[config.mk]
export PLATFORM = sky130hd
export DESIGN_NAME = fp_sqrt_iter
export DESIGN_NICKNAME = d
export VERILOG_FILES = /design/src/rtl/fp_sqrt_pkg.sv /design/src/rtl/sqrt_iter_step.sv /design/src/rtl/fp_sqrt_iter.sv
export SDC_FILE = /design/constraint.sdc
export NUM_CORES = 1
export LEC_CHECK = 0
export BUFFER_PORTS_ARGS = -buffer_cell sky130_fd_sc_hd__buf_2
export CORE_MARGIN = 1
export CORE_UTILIZATION = 25
export DETAILED_ROUTE_END_ITERATION = 6
export SETUP_SLACK_MARGIN = 0.02
export SLEW_MARGIN = 20
export SYNTH_ARGS = -nofsm -noshare
export SYNTH_HDL_FRONTEND = slang
export SYNTH_SLANG_ARGS = --single-unit
[constraint.sdc]
create_clock -name clk -period 21.7 [get_ports clk]
set_clock_uncertainty 0.05 [all_clocks]
set_input_delay 4.34 -clock clk [delete_from_list [all_inputs] [get_ports clk]]
set_output_delay 4.34 -clock clk [all_outputs]
set_load 0.05 [all_outputs]
[src/rtl/fp_sqrt_pkg.sv]
// fp_sqrt_pkg: shared types and sizing helpers for the iterative FP square-root unit.
//   state_t : control FSM states
//   f_bias  : exponent bias for a given exponent width
//   f_n_it  : ITER cycles needed for MAN_W+2 root bits at a given steps-per-cycle
//   f_qnan  : canonical quiet NaN pattern (positive, all-ones exponent, top mantissa bit set)
package fp_sqrt_pkg;
    typedef enum logic [2:0] {IDLE, PREP, ITER, ROUND, DONE} state_t;
    function automatic int f_bias(input int ew);
        return (1 << (ew - 1)) - 1;
    endfunction
    function automatic int f_n_it(input int mw, input int spc);
        return (mw + 2 + spc - 1) / spc;
    endfunction
    function automatic logic [127:0] f_qnan(input int ew, input int mw);
        logic [127:0] q = '0;
        for (int i = mw - 1; i < mw + ew; i++) q[i] = 1'b1;
        return q;
    endfunction
endpackage

[src/rtl/sqrt_iter_step.sv]
// sqrt_iter_step: one combinational restoring square-root step.
//   i_rem   partial remainder      i_root  partial root
//   i_pair  next two radicand bits
//   o_rem   updated remainder      o_root  root with the new bit appended
module sqrt_iter_step #(
    parameter int R = 54
) (
    input  logic [R+1:0] i_rem,
    input  logic [R-1:0] i_root,
    input  logic [1:0]   i_pair,
    output logic [R+1:0] o_rem,
    output logic [R-1:0] o_root
);
    logic [R+1:0] w_sh, w_trial;
    logic         w_ge;
    logic [1:0]   w_unused;
    // remainder never exceeds 2*root, so its top two bits are zero on entry
    assign w_unused = i_rem[R+1:R];
    assign w_sh     = {i_rem[R-1:0], i_pair};
    assign w_trial  = {i_root, 2'b01};
    assign w_ge     = w_sh >= w_trial;
    assign o_rem    = w_ge ? w_sh - w_trial : w_sh;
    assign o_root   = {i_root[R-2:0], w_ge};
endmodule

[src/rtl/fp_sqrt_iter.sv]
// fp_sqrt_iter: IEEE-754 square root, restoring digit recurrence, round-to-nearest-even.
//   clk, rst                  clock, asynchronous active-high reset
//   i_in_valid / o_in_ready   operand handshake, i_in_data = {sign, exp, man}
//   o_out_valid / i_out_ready result handshake, o_out_data = IEEE result
//   o_out_inv / o_out_inx     invalid and inexact flags, held with o_out_data
module fp_sqrt_iter
    import fp_sqrt_pkg::*;
#(
    parameter int EXP_W           = 11,
    parameter int MAN_W           = 52,
    parameter int STEPS_PER_CYCLE = 1
) (
    input  logic                     clk,
    input  logic                     rst,
    input  logic                     i_in_valid,
    output logic                     o_in_ready,
    input  logic [EXP_W+MAN_W:0]     i_in_data,
    output logic                     o_out_valid,
    input  logic                     i_out_ready,
    output logic [EXP_W+MAN_W:0]     o_out_data,
    output logic                     o_out_inv,
    output logic                     o_out_inx
);
    localparam int W    = 1 + EXP_W + MAN_W;
    localparam int R    = MAN_W + 2;
    localparam int N_IT = f_n_it(MAN_W, STEPS_PER_CYCLE);
    localparam int CW   = $clog2(N_IT + 1);
    localparam int BIAS = f_bias(EXP_W);
    localparam logic [127:0] QNAN_ALL = f_qnan(EXP_W, MAN_W);
    localparam logic [W-1:0] QNAN = QNAN_ALL[W-1:0];

    state_t           r_state, w_next;
    logic [W-1:0]     r_op, r_data, w_sp_data;
    logic             r_inv, r_inx, r_spec, w_spec, w_sp_inv;
    logic [EXP_W-1:0] r_exp, w_ex, w_eo;
    logic [CW-1:0]    r_cnt;
    logic [R+1:0]     r_rem;
    logic [R-1:0]     r_root;
    logic [2*R-1:0]   r_rad, w_rad0;
    logic [MAN_W-1:0] w_man;
    logic [MAN_W:0]   w_mr;
    logic             w_sign, w_g, w_st, w_up;

    assign w_sign = r_op[W-1];
    assign w_ex   = r_op[W-2:MAN_W];
    assign w_man  = r_op[MAN_W-1:0];
    // unbiased exponent is odd exactly when the biased one is even (BIAS is odd)
    assign w_rad0 = {1'b1, w_man, {(MAN_W+3){1'b0}}} >> w_ex[0];

    always_comb begin
        w_spec    = 1'b1;
        w_sp_inv  = 1'b0;
        w_sp_data = QNAN;
        if (w_ex == '0)
            w_sp_data = {w_sign, {(W-1){1'b0}}};
        else if (&w_ex && w_man != '0)
            w_sp_inv = ~w_man[MAN_W-1];
        else if (w_sign)
            w_sp_inv = 1'b1;
        else if (&w_ex)
            w_sp_data = r_op;
        else
            w_spec = 1'b0;
    end

    // stages past the R-th root bit pass through when R is not a multiple of STEPS_PER_CYCLE
    for (genvar g = 0; g < STEPS_PER_CYCLE; g++) begin : g_step
        logic [R+1:0] w_rem_i, w_rem_o, w_srem;
        logic [R-1:0] w_root_i, w_root_o, w_sroot;
        logic         w_en;
        if (g == 0) begin : g_first
            assign w_rem_i  = r_rem;
            assign w_root_i = r_root;
        end else begin : g_next
            assign w_rem_i  = g_step[g-1].w_rem_o;
            assign w_root_i = g_step[g-1].w_root_o;
        end
        assign w_en = int'(r_cnt) * STEPS_PER_CYCLE + g < R;
        sqrt_iter_step #(.R(R)) u_step (
            .i_rem  (w_rem_i),
            .i_root (w_root_i),
            .i_pair (r_rad[2*R-1-2*g -: 2]),
            .o_rem  (w_srem),
            .o_root (w_sroot)
        );
        assign w_rem_o  = w_en ? w_srem : w_rem_i;
        assign w_root_o = w_en ? w_sroot : w_root_i;
    end

    assign w_g  = r_root[0];
    assign w_st = |r_rem;
    assign w_up = w_g & (w_st | r_root[1]);
    assign w_mr = {1'b0, r_root[R-2:1]} + (MAN_W+1)'(w_up);
    assign w_eo = r_exp + EXP_W'(w_mr[MAN_W]);

    always_ff @(posedge clk or posedge rst) begin
        if (rst)
            r_state <= IDLE;
        else
            r_state <= w_next;
    end

    always_comb begin
        w_next      = r_state;
        o_in_ready  = (r_state == IDLE) && !rst;
        o_out_valid = r_state == DONE;
        case (r_state)
            IDLE:    if (i_in_valid) w_next = PREP;
            PREP:    w_next = w_spec ? ROUND : ITER;
            ITER:    if (r_cnt == CW'(N_IT - 1)) w_next = ROUND;
            ROUND:   w_next = DONE;
            DONE:    if (i_out_ready) w_next = IDLE;
            default: w_next = IDLE;
        endcase
    end

    always_ff @(posedge clk or posedge rst) begin
        if (rst) begin
            r_op   <= '0;
            r_data <= '0;
            r_inv  <= 1'b0;
            r_inx  <= 1'b0;
            r_spec <= 1'b0;
            r_exp  <= '0;
            r_cnt  <= '0;
            r_rem  <= '0;
            r_root <= '0;
            r_rad  <= '0;
        end else begin
            case (r_state)
                IDLE: if (i_in_valid) r_op <= i_in_data;
                PREP: begin
                    r_spec <= w_spec;
                    r_cnt  <= '0;
                    r_rem  <= '0;
                    r_root <= '0;
                    r_rad  <= w_rad0;
                    // floor(e/2)+BIAS == (exp+BIAS)>>1
                    r_exp  <= EXP_W'(({1'b0, w_ex} + (EXP_W+1)'(BIAS)) >> 1);
                    if (w_spec) begin
                        r_data <= w_sp_data;
                        r_inv  <= w_sp_inv;
                        r_inx  <= 1'b0;
                    end
                end
                ITER: begin
                    r_cnt  <= r_cnt + 1'b1;
                    r_rem  <= g_step[STEPS_PER_CYCLE-1].w_rem_o;
                    r_root <= g_step[STEPS_PER_CYCLE-1].w_root_o;
                    r_rad  <= r_rad << (2 * STEPS_PER_CYCLE);
                end
                ROUND: if (!r_spec) begin
                    r_data <= {1'b0, w_eo, w_mr[MAN_W-1:0]};
                    r_inv  <= 1'b0;
                    r_inx  <= w_g | w_st;
                end
                default: ;
            endcase
        end
    end

    assign o_out_data = r_data;
    assign o_out_inv  = r_inv;
    assign o_out_inx  = r_inx;
endmodule
**Yosys cells after proc, flatten, opt, wreduce, memory -nomap -nowiden**

Index checks and enable logic that the tools add are counted.

- Bits of input ports: 68
- Bits in registers: 369
- Output and inout bits: 68

- Shifts and indexed selects: 1
- $lt $le $gt $ge: 2
- Reductions and logical operators: 14
- Muxes and demuxes: 32
- Add/sub/neg operators: 5
- Bitwise operators: 4
- Equality and inequality tests: 11

Operators with widths:

| operator | count |
|---|---|
| $pmux W108 S2 | 1 |
| $mux W64 | 3 |
| $mux W63 | 3 |
| $pmux W64 S2 | 1 |
| $mux W56 | 2 |
| $pmux W56 S2 | 1 |
| $pmux W54 S2 | 1 |
| $shr A108 B1 Y108 | 1 |
| $ge A56 B56 Y1 | 1 |
| $reduce_or A56 Y1 | 1 |
| $sub A56 B56 Y56 | 1 |
| $mux W54 | 1 |
| $add A52 B1 Y53 | 1 |
| $reduce_bool A52 Y1 | 1 |
| $pmux W3 S5 | 1 |
| $add A11 B10 Y12 const B | 1 |
| $mux W1 | 12 |
| $pmux W6 S2 | 1 |
| $add A11 B1 Y11 | 1 |
| $logic_not A11 Y1 | 1 |
| $reduce_and A11 Y1 | 1 |
| $ne A2 B2 Y1 const B | 5 |
| $mux W3 | 3 |
| $add A6 B1 Y6 const B | 1 |
| other kinds (16) | 23 |

**Logic depth before layout (Yosys ltp)**

Gate-level depths: netlist of the first run.

- Word-level depth: 7
- Gate-level depth with buffers: 17
- Depth with buffers taken out: 17

**Cells and area by module**

From an unflattened synthesis of the first run, not the netlist that was laid out.

- Cells, all modules: 2192
- Area total of the unflattened synthesis: 19132.1 um2

Modules (own cells, without submodules):

| module | instances | area an instance (um2) | cells each | seq. area each (um2) |
|---|---|---|---|---|
| fp_sqrt_iter | 1 | 14466.4 | 1432 | 7882.6 |
| sqrt_iter_step | 1 | 4665.7 | 760 | 0.0 |

**Worst setup path after synthesis of the first run**

No wires, ideal clock.

- Kind: input-to-output
- Start: input port rst
- End: output port o_in_ready
- Arrival time: 5.789 ns
- Path slack: 11.521 ns
- Stages on the path: 1
- Path through: nor4_1

- Word-level cells in the longest chain between the ends: 2

Ends and longest elaborated chain:

| item | RTL line | RTL |
|---|---|---|
| start: declaration | fp_sqrt_iter.sv:14 | `input logic rst,` |
| $logic_not A1 Y1 (no line) | n/a |  |
| $logic_and A1 B1 Y1 | fp_sqrt_iter.sv:105 | `o_in_ready = (r_state == IDLE) && !rst;` |
| end: declaration | fp_sqrt_iter.sv:16 | `output logic o_in_ready,` |

No other way between the ends.

**Worst setup path in the final report of the first run**

Same ends and word-level chain as after synthesis.

==> run summary, run 1 <==
outcome: completed
share of final-layout standard cells stronger than drive strength 1: 0.148
IO Count: 136
detailed-route vias per instance: 4.82
RSZ-0062 raised after global routing: no
Worst Min Path Start: o_out_data[3]$_DFFE_PP0P_
post-synth net total: 2072
simple-gate area share of the yosys netlist: 0.164
Least-Margin Pin Slew: 1.04 ns
metal2 WL: 23.0 mm
CP Cell Sequence: buf_2, nor4_1, buf_2
dominant combinational cell family by area after synthesis: compound AO/OA/AOI/OAI gates
CTS Hold Bufs: 0
Placer Congestion: 0.857
worst hold-check slack: 0.418 ns
cell depth of the worst flop-to-flop path: 19
most area-hungry cell type in the Yosys netlist: dfrtp_1
post-cts sizing count: 0
Final TNS setup: 0 ns
utilization after layout: 0.294
number of buffers inserted to repair setup after CTS: 0
detailed-routed wire length on met3: 1.97 mm
total power consumption of the routed design: 3.24 mW
portion of netlist area occupied by mux cells: 0.0611
global-route wire length before repair: 78.8 mm
n_diodes: 0
synth warn: 0
worst-case clock buffer depth: 3
number of enable-type register cells in the synthesized netlist: 0
number of DRC markers in iteration 0: 971
Met1 Routed Length: 22.3 mm
endpoint of the worst hold-timing path: o_out_data[3]$_DFFE_PP0P_
maximum cell stage delay along the critical path: 0.30 ns
Area after DPL: 0.0194 mm2
Startpoint Class: input pin
Syn Inst Count: 1941
global routing usage summed across all routing layers: 0.135
post-route fraction of the period consumed by the critical path: 0.430
number of flip-flops and latches in the synthesized netlist: 315
origin of the critical flop-to-flop path: g_step[0].w_root_i[1]$_DFFE_PP0P_
Max stage delay cell, worst path: buf_2
Tightest Hold Check Type: reg2reg
TritonCTS buffer count: 37
Wirelength per Cell: 16.2 um
static leakage: 8.94 nW
count of distinct cell types in the synthesized netlist: 62
maximum frequency from static timing analysis: 0.107 GHz
Core Region: 0.0703 mm2
power per standard cell area: 157 mW/mm2
Worst Path Class, Setup: in2out
remaining antenna violation count: 0
Slew Limit Headroom: 0.288
Post-synth ARST share: 1.00
top library cells by usage in the layout, fill and taps aside: dfrtp_1, nand2_1, o21ai_0, nand3_1, buf_2
time the worst path needs with I/O delays and setup: 9.33 ns
top-area cell type share of the netlist area: 0.443
xor-xnor portion of the synthesized cell area: 0.0591
nets: 2145
total setup violations reported at the end of the flow: 0
post-synthesis sequential area ratio: 0.443
initial core utilization: 0.253
total detailed-routing wirelength: 48.4 mm
TritonCTS clock tree: built
clock slew at the register clock pins of the worst setup and hold paths: 0.06 ns
Post-Synth Adder-Cell Area: 0.0443
Most common cell on crit path: buf_2
remaining routing DRC violations: 0
flop-to-flop setup slack: 17.54 ns
WP data arrival: 4.94 ns
PortBufs: 135
post-synthesis compound-gate area fraction: 0.184
maximum number of pins on one net before global-route repair: 123
cells taking the most area after synthesis: dfrtp_1, o21ai_0, nand3_1
highest metal layer used by the detailed router: met4
drt first pass iters: 5
via count of the first global-routing pass: 14100
critical path endpoint category: output pin
post-route design area: 0.0206 mm2
Hold Violations, Final: 0
most frequent standard cell in the layout excluding fill and tap cells: dfrtp_1
area of the die: 0.0722 mm2
vias: 14400
Root Buffer: clkbuf_16
number of sinks driven by the clock tree: 315
Clk Latency, worst-skew pair: 0.57 ns
total overflow reported by the global router: 0
Worst EP required: 17.31 ns
detailed placer's ending HPWL: 34.1 mm
Avg Cell Area, Syn: 9.16 um2
Chip Height: 269 um
initial antenna violation count: 0
top_reg_cell synth: dfrtp_1
max-cap check violation count: 0
H-tree level count: 2
Max Fanout on Critical Path: 2
largest vdd supply drop: 0.000104 V
worst hold path cell count: 2
site row count: 97
Horiz. Die Dim: 269 um
capture point of the worst reg-to-reg path: o_out_data[62]$_DFFE_PP0P_
Area growth, synth to finish: 16.1%
area of the mapped netlist: 0.0178 mm2
total count of max-transition violations in the final report: 0
==> layout make-up <==
class,count,area (um2)
Timing Repair Buffer,157,841
Sequential cell,315,7880
Inverter,78,300
Tap cell,940,1180
Clock buffer,51,1030
Fill cell,7417,49600
Multi-Input combinational cell,1425,9180
Clock inverter,17,243
==> kinds of logic (layout without fill, tap and decap cells) <==
family,after synthesis,count (layout)
fa+ha+maj,63,63
compound gates,524,524
flops,315,315
simple gates,617,617
xor+xnor,120,120
buf+inv,201,303
mux,101,101
==> power by group <==
group / switching, mW / total [mW] / internal (mW)
logic: 0.978 / 1.62 / 0.641
clock network: 0.262 / 0.656 / 0.394
registers: 0.190 / 0.967 / 0.777
==> per-layer routing <==
metal  global-route usage  vias up
met3               0.0242       75
met1                0.179     6880
met2                0.222      260
li1                     -     7176
met4               0.0436        0
met5                    0        -
==> per-stage QoR <==
step	cells	setup slack, ns
final	2983	12.37
after floorplan	1941	8.60
after global routing	2983	12.35
after global placement	2915	12.39
after detailed placement	2915	12.37
after CTS	2983	12.37
==> synthesized netlist by cell type (4+ instances only) <==
cell type,count
a211oi_1,7
a21o_1,38
a21oi_1,108
a221o_1,22
a22oi_1,61
a31oi_1,8
and2_1,8
and3_1,10
and4_1,7
buf_1,12
buf_2,5
buf_4,4
clkbuf_1,102
dfrtp_1,315
ha_1,63
inv_1,78
mux2_2,61
mux2i_1,40
nand2_1,184
nand2b_1,4
nand3_1,171
nand4_1,32
nor2_1,108
nor3_1,25
nor4_1,40
o211ai_1,11
o21ai_0,175
o21ai_1,24
o21bai_1,7
o31ai_1,33
or2_2,7
or3_1,6
xnor2_1,92
xor2_1,28
==> registers in the layout, indices dropped and copies added, names as in the netlist, 3 cells and up <==
signal,flops
g_step.w_rem_i,56
g_step.w_root_i,54
o_out_data,64
r_cnt,6
r_exp,11
r_op,64
r_rad,54
r_state,3
==> critical path: cells and delay by family <==
kind,cells,cell delay [ns]
buffers and inverters,2,0.43
and+or+nand+nor,1,0.16
==> worst max-delay path by stage <==
stage,start,end,slack (ns),cells past startpoint
final,rst,o_in_ready,12.37,3
after global routing,rst,o_in_ready,12.35,3
after CTS,rst,o_in_ready,12.37,3
after detailed placement,rst,o_in_ready,12.37,3
after global placement,rst,o_in_ready,12.39,3
after floorplan,rst,g_step[0].w_rem_i[0]$_DFFE_PP0P_,8.60,1
(Power assumes the default switching activity.)
==> run 2: changes to the inputs <==
==> constraint.sdc (replaced) <==
create_clock -name clk -period 8.05 [get_ports clk]
set_clock_uncertainty 0.05 [all_clocks]
set_input_delay 1.61 -clock clk [delete_from_list [all_inputs] [get_ports clk]]
set_output_delay 1.61 -clock clk [all_outputs]
set_load 0.05 [all_outputs]
==> run 2 against run 1 <==
Against the previous run: worst setup slack lost 9.0 ns; die area is the same; register-to-register slack lost 14 ns; combinational power grew to 2.7 times the previous value; sequential power grew to 2.7 times the previous value; count of clock-buffer cells in the layout grew 6; final area shrank 0.25%; wire length grew 1.3%; sequential share of layout area grew 0.095 points.
==> run summary, run 2 (synthesis gave the netlist of run 1 again) <==
post-route fraction of the period consumed by the critical path: 0.578
cell depth of the worst flop-to-flop path: 18 (-1)
Root Buffer: clkbuf_16
Placer Congestion: 0.875 (+2.1%)
total overflow reported by the global router: 0 (unchanged)
detailed placer's ending HPWL: 34.8 mm (+2.2%)
CP Cell Sequence: and2_1, ha_1, and3_1, nand3_1, nor4_1, buf_4, nand2_1, nor3_1, and4_1, ha_1, ha_1, nand3_1, nor2_1, and3_1, nand3_1, xnor2_1, o21ai_0, o21ai_0
Slew Limit Headroom: 0.276 (-0.0129)
worst-case clock buffer depth: 3 (unchanged)
Area growth, synth to finish: 15.8%
via count of the first global-routing pass: 14200 (+0.83%)
static leakage: 8.92 nW (-0.25%)
post-cts sizing count: 0 (unchanged)
number of buffers inserted to repair setup after CTS: 0 (unchanged)
initial core utilization: 0.253 (unchanged)
number of DRC markers in iteration 0: 945 (-2.7%)
Final TNS setup: 0 ns (unchanged)
critical path endpoint category: flop
endpoint of the worst hold-timing path: o_out_data[15]$_DFFE_PP0P_
CTS Hold Bufs: 0 (unchanged)
power per standard cell area: 421 mW/mm2 (+170%)
share of final-layout standard cells stronger than drive strength 1: 0.146 (-0.00133)
Hold Violations, Final: 0 (unchanged)
maximum cell stage delay along the critical path: 0.90 ns (+0.60 ns)
IO Count: 136 (unchanged)
remaining antenna violation count: 0 (unchanged)
Least-Margin Pin Slew: 1.08 ns (+0.0380 ns)
Startpoint Class: flop
Core Region: 0.0703 mm2 (unchanged)
initial antenna violation count: 0 (unchanged)
post-route design area: 0.0206 mm2 (-0.25%)
Max stage delay cell, worst path: nor3_1
worst hold path cell count: 2 (unchanged)
Chip Height: 269 um (unchanged)
most frequent standard cell in the layout excluding fill and tap cells: dfrtp_1
Area after DPL: 0.0194 mm2 (about the same)
clock slew at the register clock pins of the worst setup and hold paths: 0.06 ns (about the same)
H-tree level count: 2 (unchanged)
number of sinks driven by the clock tree: 315 (unchanged)
site row count: 97 (unchanged)
utilization after layout: 0.293 (-0.000730)
detailed-route vias per instance: 4.86 (+0.80%)
post-route setup slack: 3.40 ns (-8.97 ns)
origin of the critical flop-to-flop path: g_step[0].w_root_i[1]$_DFFE_PP0P_
outcome: completed
drt first pass iters: 6 (+1)
flop-to-flop setup slack: 3.40 ns (-14.14 ns)
top library cells by usage in the layout, fill and taps aside: dfrtp_1, nand2_1, o21ai_0, nand3_1, buf_2
Tightest Hold Check Type: reg2reg
WP data arrival: 5.00 ns (+0.06 ns)
global-route wire length before repair: 80.1 mm (+1.6%)
total power consumption of the routed design: 8.68 mW (+170%)
time the worst path needs with I/O delays and setup: 4.65 ns
worst-case setup slack after placement: 3.41 ns (-8.96 ns)
RSZ-0062 raised after global routing: no
Max Fanout on Critical Path: 6 (+4)
max-cap check violation count: 0 (unchanged)
global routing usage summed across all routing layers: 0.137 (+0.00186)
Worst EP required: 8.40 ns (-8.91 ns)
Worst Path Class, Setup: reg2reg
largest vdd supply drop: 0.000226 V (+120%)
total setup violations reported at the end of the flow: 0 (unchanged)
TritonCTS buffer count: 38 (+2.7%)
area of the die: 0.0722 mm2 (unchanged)
total detailed-routing wirelength: 49.1 mm (+1.3%)
maximum number of pins on one net before global-route repair: 98 (-20%)
Clk Latency, worst-skew pair: 0.56 ns (about the same)
n_diodes: 0 (unchanged)
Horiz. Die Dim: 269 um (unchanged)
vias: 14500 (+0.74%)
maximum frequency from static timing analysis: 0.215 GHz
nets: 2146 (+0.047%)
remaining routing DRC violations: 0 (unchanged)
Worst Min Path Start: o_out_data[15]$_DFFE_PP0P_
capture point of the worst reg-to-reg path: o_out_data[62]$_DFFE_PP0P_
TritonCTS clock tree: built
Wirelength per Cell: 16.5 um (+1.4%)
total count of max-transition violations in the final report: 0 (unchanged)
PortBufs: 135 (unchanged)
run 2: worst max path at each step:
stage | startpoint | end | slack, ns
3_5_place_dp | g_step[0].w_root_i[1]$_DFFE_PP0P_ | o_out_data[62]$_DFFE_PP0P_ | 3.41
6_report | g_step[0].w_root_i[1]$_DFFE_PP0P_ | o_out_data[62]$_DFFE_PP0P_ | 3.40
4_1_cts | g_step[0].w_root_i[1]$_DFFE_PP0P_ | o_out_data[62]$_DFFE_PP0P_ | 3.37
3_3_place_gp | g_step[0].w_root_i[1]$_DFFE_PP0P_ | o_out_data[62]$_DFFE_PP0P_ | 3.43
2_1_floorplan | rst | g_step[0].w_rem_i[0]$_DFFE_PP0P_ | 2.19
5_1_grt | g_step[0].w_root_i[1]$_DFFE_PP0P_ | o_out_data[62]$_DFFE_PP0P_ | 3.01
run 2: metrics by stage:
step / cells / hold WS [ns]
global route: 2981 / 0.447
global placement: 2915 / 0.406
floorplan: 1941 / 0.400
CTS: 2981 / 0.424
detailed placement: 2915 / 0.410
finish: 2981 / 0.419
run 2: worst max-delay path: cells and delay by family, from the launching register on:
| kind | cells | cell delay, ns |
|---|---|---|
| buffers and inverters | 1 | 0.21 |
| DFF | 1 | 0.39 |
| xor gates and xnor gates | 1 | 0.13 |
| and+or+nand+nor | 11 | 2.88 |
| adders and majority gates | 3 | 0.61 |
| AOI/OAI and AO/OA | 2 | 0.24 |
run 2: layer usage:
metal | vias to the layer above | global-route usage | wire (um)
li1 | 7165 | - | -
met1 | 6988 | 0.186 | 23000
met2 | 274 | 0.224 | 23000
met3 | 70 | 0.0214 | 1940
met4 | 0 | 0.0412 | 1130
met5 | - | 0 | 0
run 2: report_power, final:
| group | switching [mW] | internal, mW |
|---|---|---|
| Combinational | 2.63 | 1.73 |
| Sequential | 0.525 | 2.10 |
| Clock | 0.686 | 1.01 |
run 2: area by class of cell:
cell class	count	area (um2)
clock inverter	9	77.6
sequential	315	7880
inverter	78	297
multi-input combinational	1425	9180
fill	7432	49700
clock buffer	57	1150
timing repair buffer	157	841
tap	940	1180
